===== src/rtl/mips_pkg.sv =====
// mips_pkg: shared loader state encoding and frame-format constants
package mips_pkg;
    typedef enum logic [2:0] {S_IDLE, S_HDR0, S_HDR1, S_DATA, S_CSUM, S_DONE, S_ERR} state_t;
    localparam int HDR_LEN = 2;
    localparam int BYTES_PER_WORD = 4;
    localparam int CSUM_W = 8;
endpackage


===== src/rtl/mips_byte_packer.sv =====
// mips_byte_packer: assembles big-endian bytes into 32-bit words
module mips_byte_packer
    import mips_pkg::*;
(
    input  logic        clk1,
    input  logic        rst_n,
    input  logic        clr,
    input  logic        en,
    input  logic [7:0]  data,
    output logic [31:0] word,
    output logic        word_valid
);
    logic [1:0]  cnt;
    logic [23:0] sh;
    // word is presented combinationally with the incoming byte so the top can register it on the 4th accept
    assign word = {sh, data};
    assign word_valid = en && cnt == 2'(BYTES_PER_WORD - 1);
    always_ff @(posedge clk1 or negedge rst_n) begin
        if (!rst_n) begin
            cnt <= '0;
            sh <= '0;
        end else if (clr) begin
            cnt <= '0;
            sh <= '0;
        end else if (en) begin
            cnt <= cnt + 2'd1;
            sh <= word[23:0];
        end
    end
endmodule


===== src/rtl/mips_prog_loader.sv =====
// mips_prog_loader: framed byte-stream loader into instruction memory;
// holds the core until a load completes with a good checksum
module mips_prog_loader
    import mips_pkg::*;
#(
    parameter int ADDR_W = 10,
    parameter int MEM_BASE = 0
) (
    input  logic              clk1,
    input  logic              rst_n,
    input  logic              start,
    input  logic              in_valid,
    input  logic [7:0]        in_data,
    output logic              in_ready,
    output logic              mem_we,
    output logic [ADDR_W-1:0] mem_addr,
    output logic [31:0]       mem_wdata,
    output logic              cpu_hold,
    output logic              cpu_start,
    output logic              busy,
    output logic              done,
    output logic              err
);
    localparam int MAX_WORDS = (1 << ADDR_W) - MEM_BASE;
    state_t              state;
    logic [15:0]         n;
    logic [15:0]         idx;
    logic [CSUM_W-1:0]   csum;
    logic [15:0]         n_full;
    logic                acc;
    logic                go;
    logic                word_valid;
    logic [31:0]         word;
    assign in_ready = state inside {S_HDR0, S_HDR1, S_DATA, S_CSUM};
    assign busy = in_ready;
    assign go = start && !busy;
    assign acc = in_valid && in_ready;
    assign n_full = {n[15:8], in_data};
    mips_byte_packer u_packer (
        .clk1      (clk1),
        .rst_n     (rst_n),
        .clr       (go),
        .en        (acc && state == S_DATA),
        .data      (in_data),
        .word      (word),
        .word_valid(word_valid)
    );
    always_ff @(posedge clk1 or negedge rst_n) begin
        if (!rst_n) begin
            state <= S_IDLE;
            n <= '0;
            idx <= '0;
            csum <= '0;
            mem_we <= 1'b0;
            mem_addr <= '0;
            mem_wdata <= '0;
            cpu_hold <= 1'b1;
            cpu_start <= 1'b0;
            done <= 1'b0;
            err <= 1'b0;
        end else begin
            mem_we <= 1'b0;
            cpu_start <= 1'b0;
            if (go) begin
                state <= S_HDR0;
                done <= 1'b0;
                err <= 1'b0;
                cpu_hold <= 1'b1;
                idx <= '0;
                csum <= '0;
            end else if (acc) begin
                csum <= csum ^ in_data;
                case (state)
                    S_HDR0: begin
                        n[15:8] <= in_data;
                        state <= S_HDR1;
                    end
                    S_HDR1: begin
                        n[7:0] <= in_data;
                        if (32'(n_full) > 32'(MAX_WORDS)) begin
                            state <= S_ERR;
                            err <= 1'b1;
                        end else begin
                            state <= n_full == 16'd0 ? S_CSUM : S_DATA;
                        end
                    end
                    S_DATA: if (word_valid) begin
                        mem_we <= 1'b1;
                        mem_addr <= ADDR_W'(MEM_BASE) + idx[ADDR_W-1:0];
                        mem_wdata <= word;
                        idx <= idx + 16'd1;
                        if (idx == n - 16'd1) state <= S_CSUM;
                    end
                    S_CSUM: if (in_data == csum) begin
                        state <= S_DONE;
                        done <= 1'b1;
                        cpu_start <= 1'b1;
                        cpu_hold <= 1'b0;
                    end else begin
                        state <= S_ERR;
                        err <= 1'b1;
                    end
                    default: ;
                endcase
            end
        end
    end
endmodule


===== config.mk =====
export PLATFORM = sky130hd
export DESIGN_NAME = mips_prog_loader
export DESIGN_NICKNAME = d
export VERILOG_FILES = /design/src/rtl/mips_pkg.sv /design/src/rtl/mips_byte_packer.sv /design/src/rtl/mips_prog_loader.sv
export SDC_FILE = /design/constraint.sdc
export NUM_CORES = 1
export LEC_CHECK = 0
export ABC_CLOCK_PERIOD_IN_PS = 6000
export CAP_MARGIN = 25
export CORE_UTILIZATION = 50
export CTS_CLUSTER_SIZE = 25
export DETAILED_ROUTE_END_ITERATION = 8
export PLACE_DENSITY = 0.7
export SLEW_MARGIN = 20
export SYNTH_ARGS = -nofsm -noshare
export SYNTH_HDL_FRONTEND = slang
export SYNTH_SLANG_ARGS = --single-unit

===== constraint.sdc =====
create_clock -name clk1 -period 6 [get_ports clk1]
set_input_delay 0.6 -clock clk1 [delete_from_list [all_inputs] [get_ports clk1]]
set_output_delay 0.6 -clock clk1 [all_outputs]
set_load 0.05 [all_outputs]

==> results by group, run 1 <==
Synthesis
  – Seq/Total Area, Yosys: roughly 53%
  – Synth Register Bits: between 100 and 150
  – Top FF cell, synth: dfrtp_1
  – Synth Cell Area: ~5500 µm²
  – Syn avg cell area: slightly above 9 µm²
  – Cell variety after synth: about 50
  – Syn Nets: approximately 620
  – Ys async rst share: between 90% and 100%
  – Count of warnings emitted by yosys: 0
  – Number of enable flip-flop cells after synthesis: 0
  – Syn Inst Count: 600

Floorplan
  – Die width: between 100 and 150 µm
  – Initial Utilization: 52.3%
  – Die Y: 107 µm
  – IO Pins: 61
  – Placement row count: 37
  – Core Box Area: between 10000 and 15000 µm²
  – Die area: 11400 µm²

Placement
  – Routability cong.: 0.869
  – PortBufs: 60
  – Pre-CTS setup slack: between 2000 and 2500 ps
  – Count of placed standard cells including taps: 765
  – DPL Wire Length: approximately 8.5 mm

Setup path
  – Worst r2r src: state[2]
  – Crit Path Max Fanout: 8
  – R2R Setup Slk: 3210 ps
  – Startpoint Class: flop
  – Crit Path Category: reg -> out
  – Data required, critical path: ~5400 ps
  – R2R cell count: 6
  – Crit path arrival time: around 2400 ps
  – FF-to-FF End: state[1]
  – Crit path capture type: primary output

Pwr
  – Leakage Power: ~3.1 nW
  – PD cells: about 430 nW/µm²
  – VDD IR-drop max: 0.461 mV

Timing
  – Worst-margin pin slew: approximately 820 ps
  – Fin crit period: between 2000 and 3000 ps
  – Final hold vios: 0
  – Unrepaired setup endpoints after global routing: false
  – Setup TNS: 0 ps
  – Setup Skew: approximately 8.2 ps
  – Final period utilization: 49.8%
  – Slack of the critical path: between 3000 and 4000 ps
  – Maximum clock frequency: between 300 and 400 MHz
  – Final setup fails: 0
  – Max-slew violations: 0
  – Rel. slew slack: 45.1%
  – Min Hold Slack: around 170 ps

Detailed routing
  – DR pass1 iterations: 7
  – Via density: 5.52
  – Iteration-0 DRC Markers: 302
  – Detailed-route wire length per cell: 16.0 µm
  – Met2 routed WL: ~6.1 mm
  – Residual DRC: 0
  – Post-Route WL: approximately 13 mm
  – Met3 WL: just over 700 µm
  – Top sig layer: met4
  – Vias post-DR: ~4400
  – WL met1: roughly 5.6 mm
  – Final ANT Viol Nets: 0

Clocking
  – Post-CTS setup repair buffer count: 0
  – CTS tree: done
  – Clock sinks: between 100 and 150
  – CTS hold repair buffers: 0
  – TritonCTS buffer count: 17
  – Root buffer cell: clkbuf_8
  – H-tree depth: 4
  – # resized after CTS: 0
  – Clock-pin slew on the worst setup and hold paths: 60 ps
  – Clock Latency Late Sink: roughly 530 ps
  – Clock Tree Buf Depth: 2

Global route
  – Initial antenna violation count: 0
  – Vias in the first global route: 4324
  – Global route total overflow: 0
  – Wire length of the first global-routing pass: 21.6 mm
  – Largest net degree at the start of global routing: between 60 and 70
  – Total track usage: approximately a quarter

Cells and area
  – Commonest non-fill, non-tap cells in the layout: nand2_1 (209), dfrtp_1 (115), clkdlybuf4s50_1 (59)
  – Antenna Cells: 0
  – Most common cell after layout, fill and taps aside: nand2_1
  – Finished Layout Cells: 798
  – Nets@finish: 664
  – Fraction of final layout cells sized beyond drive strength 1: a little under a tenth
  – Layout filler cell count: roughly 870
  – Synthesis-to-finish area growth: 22.6%

Status
  – Outcome: completed

Run
  – Max-cap viol count: 0

Hold path
  – Min-delay worst type: in -> async
-- layer usage --
layer | track usage (%) | vias up
li1 | - | 2077
met1 | 32.3 | 2160
met2 | 39.1 | 131
met3 | 6.57 | 38
met4 | 10.9 | 0
met5 | 0 | -
-- synthesized netlist by cell type (all sizes together), types with 4 or more instances --
| cell type | count | area, µm² |
|---|---|---|
| o21ai | 22 | 121 |
| nand2 | 210 | 791 |
| xnor2 | 24 | 210 |
| buf | 13 | 75.1 |
| nor4 | 7 | 50.1 |
| clkbuf | 23 | 86.3 |
| mux2 | 13 | 146 |
| a21o | 8 | 60.1 |
| dfrtp | 115 | 2880 |
| xor2 | 17 | 149 |
| or3 | 4 | 25.0 |
| nand3 | 8 | 40.0 |
| nor3 | 8 | 55.1 |
| nor2 | 31 | 119 |
| nand2b | 5 | 31.3 |
| nor2b | 7 | 43.8 |
| inv | 7 | 26.3 |
| a21oi | 34 | 170 |
| and3 | 7 | 43.8 |
-- sequential cells by signal, indices dropped and copies added (netlist names) --
| signal | flops |
|---|---|
| idx | 16 |
| mem_addr | 10 |
| u_packer.cnt | 2 |
| state | 3 |
| n | 16 |
| cpu_hold | 1 |
| mem_we | 1 |
| done | 1 |
| u_packer.sh | 24 |
| mem_wdata | 32 |
| cpu_start | 1 |
| err | 1 |
| csum | 8 |
-- cells by family (layout without fill, tap and decap cells) --
logic type | count (synthesis) | after routing | share of synthesized area, %
AND/OR/NAND/NOR | 301 | 301 | 24.0
adder cells (fa/ha/maj) | 3 | 3 | 0.686
flip-flops | 116 | 116 | 53.1
XOR/XNOR | 41 | 41 | 6.56
multiplexers | 13 | 13 | 2.68
AO/OA/AOI/OAI | 83 | 83 | 9.56
buffers and inverters | 43 | 105 | 3.43
-- report_power, final --
part / internal [mW] / total, mW / switching, mW
Clock: 0.603 / 0.995 / 0.392
Sequential: 0.925 / 1.08 / 0.158
Combinational: 0.328 / 0.817 / 0.489
-- through the flow --
stage                     utilization, %  instance area [µm²]  power (mW)
final                               64.1                 6710        2.90
after global routing                64.1                 6710        3.05
after CTS                           64.0                 6700        2.90
after detailed placement            58.4                 6110        1.90
after global placement              58.4                 6110        1.88
after floorplan                        -                 5470        1.69
-- critical path, stage by stage (launching register included) --
cell and delay (ps):
dfrtp_1 460, nor2_1 280, xnor2_1 240, clkdlybuf4s50_1 870
-- how the worst max path moves through the flow --
| stage | slack (ps) | to | cells past startpoint | start |
|---|---|---|---|---|
| final | 3010 | busy | 3 | state[1] |
| after CTS | 2820 | state[1] | 7 | in_valid |
| after global routing | 2910 | in_ready | 3 | state[1] |
| after global placement | 2340 | idx[4] | 8 | in_valid |
| after detailed placement | 2280 | state[1] | 7 | in_valid |
| after floorplan | 3550 | in_ready | 3 | state[1] |
-- layout make-up --
cell class                      count  area, µm²  share of cell area, %
Clock inverter                     14        164                   2.44
Sequential cell                   116       2900                   43.3
Timing Repair Buffer               66        647                   9.64
Inverter                            7       26.3                  0.392
Clock buffer                       18        418                   6.23
Multi-Input combinational cell    441       2380                   35.5
Tap cell                          136        170                   2.54
No activity file was read; power rests on OpenSTA's default activity.
==> run 2: changes to the inputs <==
--- a/config.mk
+++ b/config.mk
@@ -5,12 +5,12 @@
 export SDC_FILE = /design/constraint.sdc
 export NUM_CORES = 1
 export LEC_CHECK = 0
-export ABC_CLOCK_PERIOD_IN_PS = 6000
+export ABC_CLOCK_PERIOD_IN_PS = 2700
 export CAP_MARGIN = 25
 export CORE_UTILIZATION = 50
 export CTS_CLUSTER_SIZE = 25
 export DETAILED_ROUTE_END_ITERATION = 8
-export PLACE_DENSITY = 0.7
+export PLACE_DENSITY = 0.73
 export SLEW_MARGIN = 20
 export SYNTH_ARGS = -nofsm -noshare
 export SYNTH_HDL_FRONTEND = slang
==> constraint.sdc (replaced) <==
create_clock -name clk1 -period 2.7 [get_ports clk1]
set_input_delay 0.27 -clock clk1 [delete_from_list [all_inputs] [get_ports clk1]]
set_output_delay 0.27 -clock clk1 [all_outputs]
set_load 0.05 [all_outputs]
==> results by group, run 2 (synthesis results as in run 1) <==
Global route
  – Largest net degree at the start of global routing: 52 (-21%)
  – Wire length of the first global-routing pass: 21.9 mm (+1.6%)
  – Global route total overflow: 0 (unchanged)
  – Vias in the first global route: 4395 (+1.6%)
  – Initial antenna violation count: 0 (unchanged)
  – Total track usage: 25.0% (+0.14 points)

Detailed routing
  – Iteration-0 DRC Markers: 253 (-16%)
  – Via density: 5.45 (-1.3%)
  – DR pass1 iterations: 5 (-2)
  – Detailed-route wire length per cell: 16.0 µm (-0.33%)
  – Post-Route WL: 12.9 mm (+0.92%)
  – Final ANT Viol Nets: 0 (unchanged)
  – Residual DRC: 0 (unchanged)
  – Vias post-DR: 4404 (-0.045%)

Timing
  – Final hold vios: 0 (unchanged)
  – Maximum clock frequency: approximately 430 MHz
  – Slack of the critical path: 369 ps (-2640 ps)
  – Final setup fails: 0 (unchanged)
  – Setup Skew: 7.04 ps (-1.12 ps)
  – Fin crit period: ~2300 ps
  – Setup TNS: 0 ps (unchanged)
  – Worst-margin pin slew: 733 ps (-88.2 ps)
  – Max-slew violations: 0 (unchanged)
  – Unrepaired setup endpoints after global routing: false
  – Final period utilization: between 80% and 90%
  – Min Hold Slack: 302 ps (+132 ps)
  – Rel. slew slack: 50.9% (+5.8 points)

Setup path
  – Worst path cell trace: inv_1, ha_1, nor2b_1, nand4_1, and4_1, a311oi_1, o21ai_0, a21o_1
  – Crit Path Max Fanout: 8 (unchanged)
  – Crit path buf inv count: 1 (unchanged)
  – Worst r2r src: n[0]
  – FF-to-FF End: state[2]
  – R2R cell count: 8 (+2)
  – Crit path arrival time: 2730 ps (+340 ps)
  – Slowest-stage cell, CP: dfrtp_1
  – Crit path max-delay family: simple AND/OR/NAND/NOR gates
  – Crit path capture type: flop
  – Crit Path Category: reg -> reg
  – Startpoint Class: flop
  – CP peak stage delay: 410 ps (-460 ps)
  – R2R Setup Slk: 370 ps (-2840 ps)
  – Data required, critical path: 3100 ps (-2300 ps)

Cells and area
  – Most common cell after layout, fill and taps aside: nand2_1
  – Nets@finish: 674 (+1.5%)
  – Antenna Cells: 0 (unchanged)
  – Synthesis-to-finish area growth: 24.7%
  – Fraction of final layout cells sized beyond drive strength 1: 10.7% (+1.2 points)
  – Layout filler cell count: 864 (-0.92%)
  – Commonest non-fill, non-tap cells in the layout: nand2_1 (209), dfrtp_1 (115), clkdlybuf4s50_1 (57)
  – Reg with most FFs: mem_wdata
  – Max reg flops: 32 (unchanged)
  – Biggest regs: mem_wdata x32, u_packer.sh x24

Hold path
  – Min-delay worst type: in -> async

Floorplan
  – Die Y: 107 µm (unchanged)
  – Placement row count: 37 (unchanged)
  – Die width: 107 µm (unchanged)
  – Die area: 11400 µm² (unchanged)
  – Initial Utilization: 52.3% (unchanged)
  – IO Pins: 61 (unchanged)
  – Core Box Area: 10500 µm² (unchanged)

Pwr
  – VDD IR-drop max: 0.905 mV (+96%)
  – PD cells: 954 nW/µm² (+120%)
  – Leakage Power: 3.20 nW (+2.3%)

Clocking
  – Root buffer cell: clkbuf_8
  – Clock sinks: 116 (unchanged)
  – Clock Latency Late Sink: 510 ps (-20 ps)
  – Clock-pin slew on the worst setup and hold paths: 60 ps (about the same)
  – TritonCTS buffer count: 17 (unchanged)
  – Clock Tree Buf Depth: 2 (unchanged)
  – CTS tree: done
  – Post-CTS setup repair buffer count: 0 (unchanged)
  – H-tree depth: 4 (unchanged)

Status
  – Outcome: completed

Placement
  – DPL Wire Length: 8.86 mm (+4.1%)
  – PortBufs: 60 (unchanged)
  – Routability cong.: 0.931 (+7.0%)
  – Pre-CTS setup slack: 354 ps (-1920 ps)

Run
  – Max-cap viol count: 0 (unchanged)
[run 2: where the power goes]
group | internal, mW | switching, mW
sequential | 2.06 | 0.363
combinational | 0.740 | 1.10
clock | 1.41 | 0.836
total | 4.21 | 2.30
[run 2: routing by layer]
metal	share of wire, %	up-vias	GRT usage, %
met1	44	2166	34.1
met5	0	-	0
met3	4.4	22	5.29
li1	-	2100	-
met4	1.9	0	8.81
met2	49	116	39.5
[run 2: worst max path at each step]
stage                           to  slack (ps)      from  cells past startpoint
final                     state[2]         370      n[0]                      8
after global routing      state[2]         250      n[0]                      8
after CTS                 in_ready         0.3  state[0]                      3
after detailed placement    idx[9]         350  in_valid                      8
after global placement     idx[11]         420     start                      6
after floorplan           state[0]         270  state[1]                      7
[run 2: repair_timing]
| item | in CTS | in global routing |
|---|---|---|
| gates resized for setup | 0 | 2 |
| hold endpoints to repair | 41 | 0 |
| setup endpoints to repair | 0 | 2 |
| hold buffers | 1 | 0 |
[run 2: final cells by class]
class                           count  area [µm²]  area share, %
Timing Repair Buffer               76         751           11.0
Sequential cell                   116        2900           42.6
Tap cell                          136         170           2.49
Clock buffer                       18         418           6.12
Inverter                            7        26.3          0.385
Multi-Input combinational cell    441        2380           34.9
Clock inverter                     14         176           2.59
[run 2: stage by stage]
stage	instances	cell area [µm²]	utilization [%]	total power, mW
floorplan	600	5470	-	3.77
global placement	775	6210	59.4	4.21
detailed placement	775	6210	59.4	4.27
CTS	808	6820	65.2	6.54
global route	808	6820	65.2	6.85
finish	808	6820	65.2	6.51
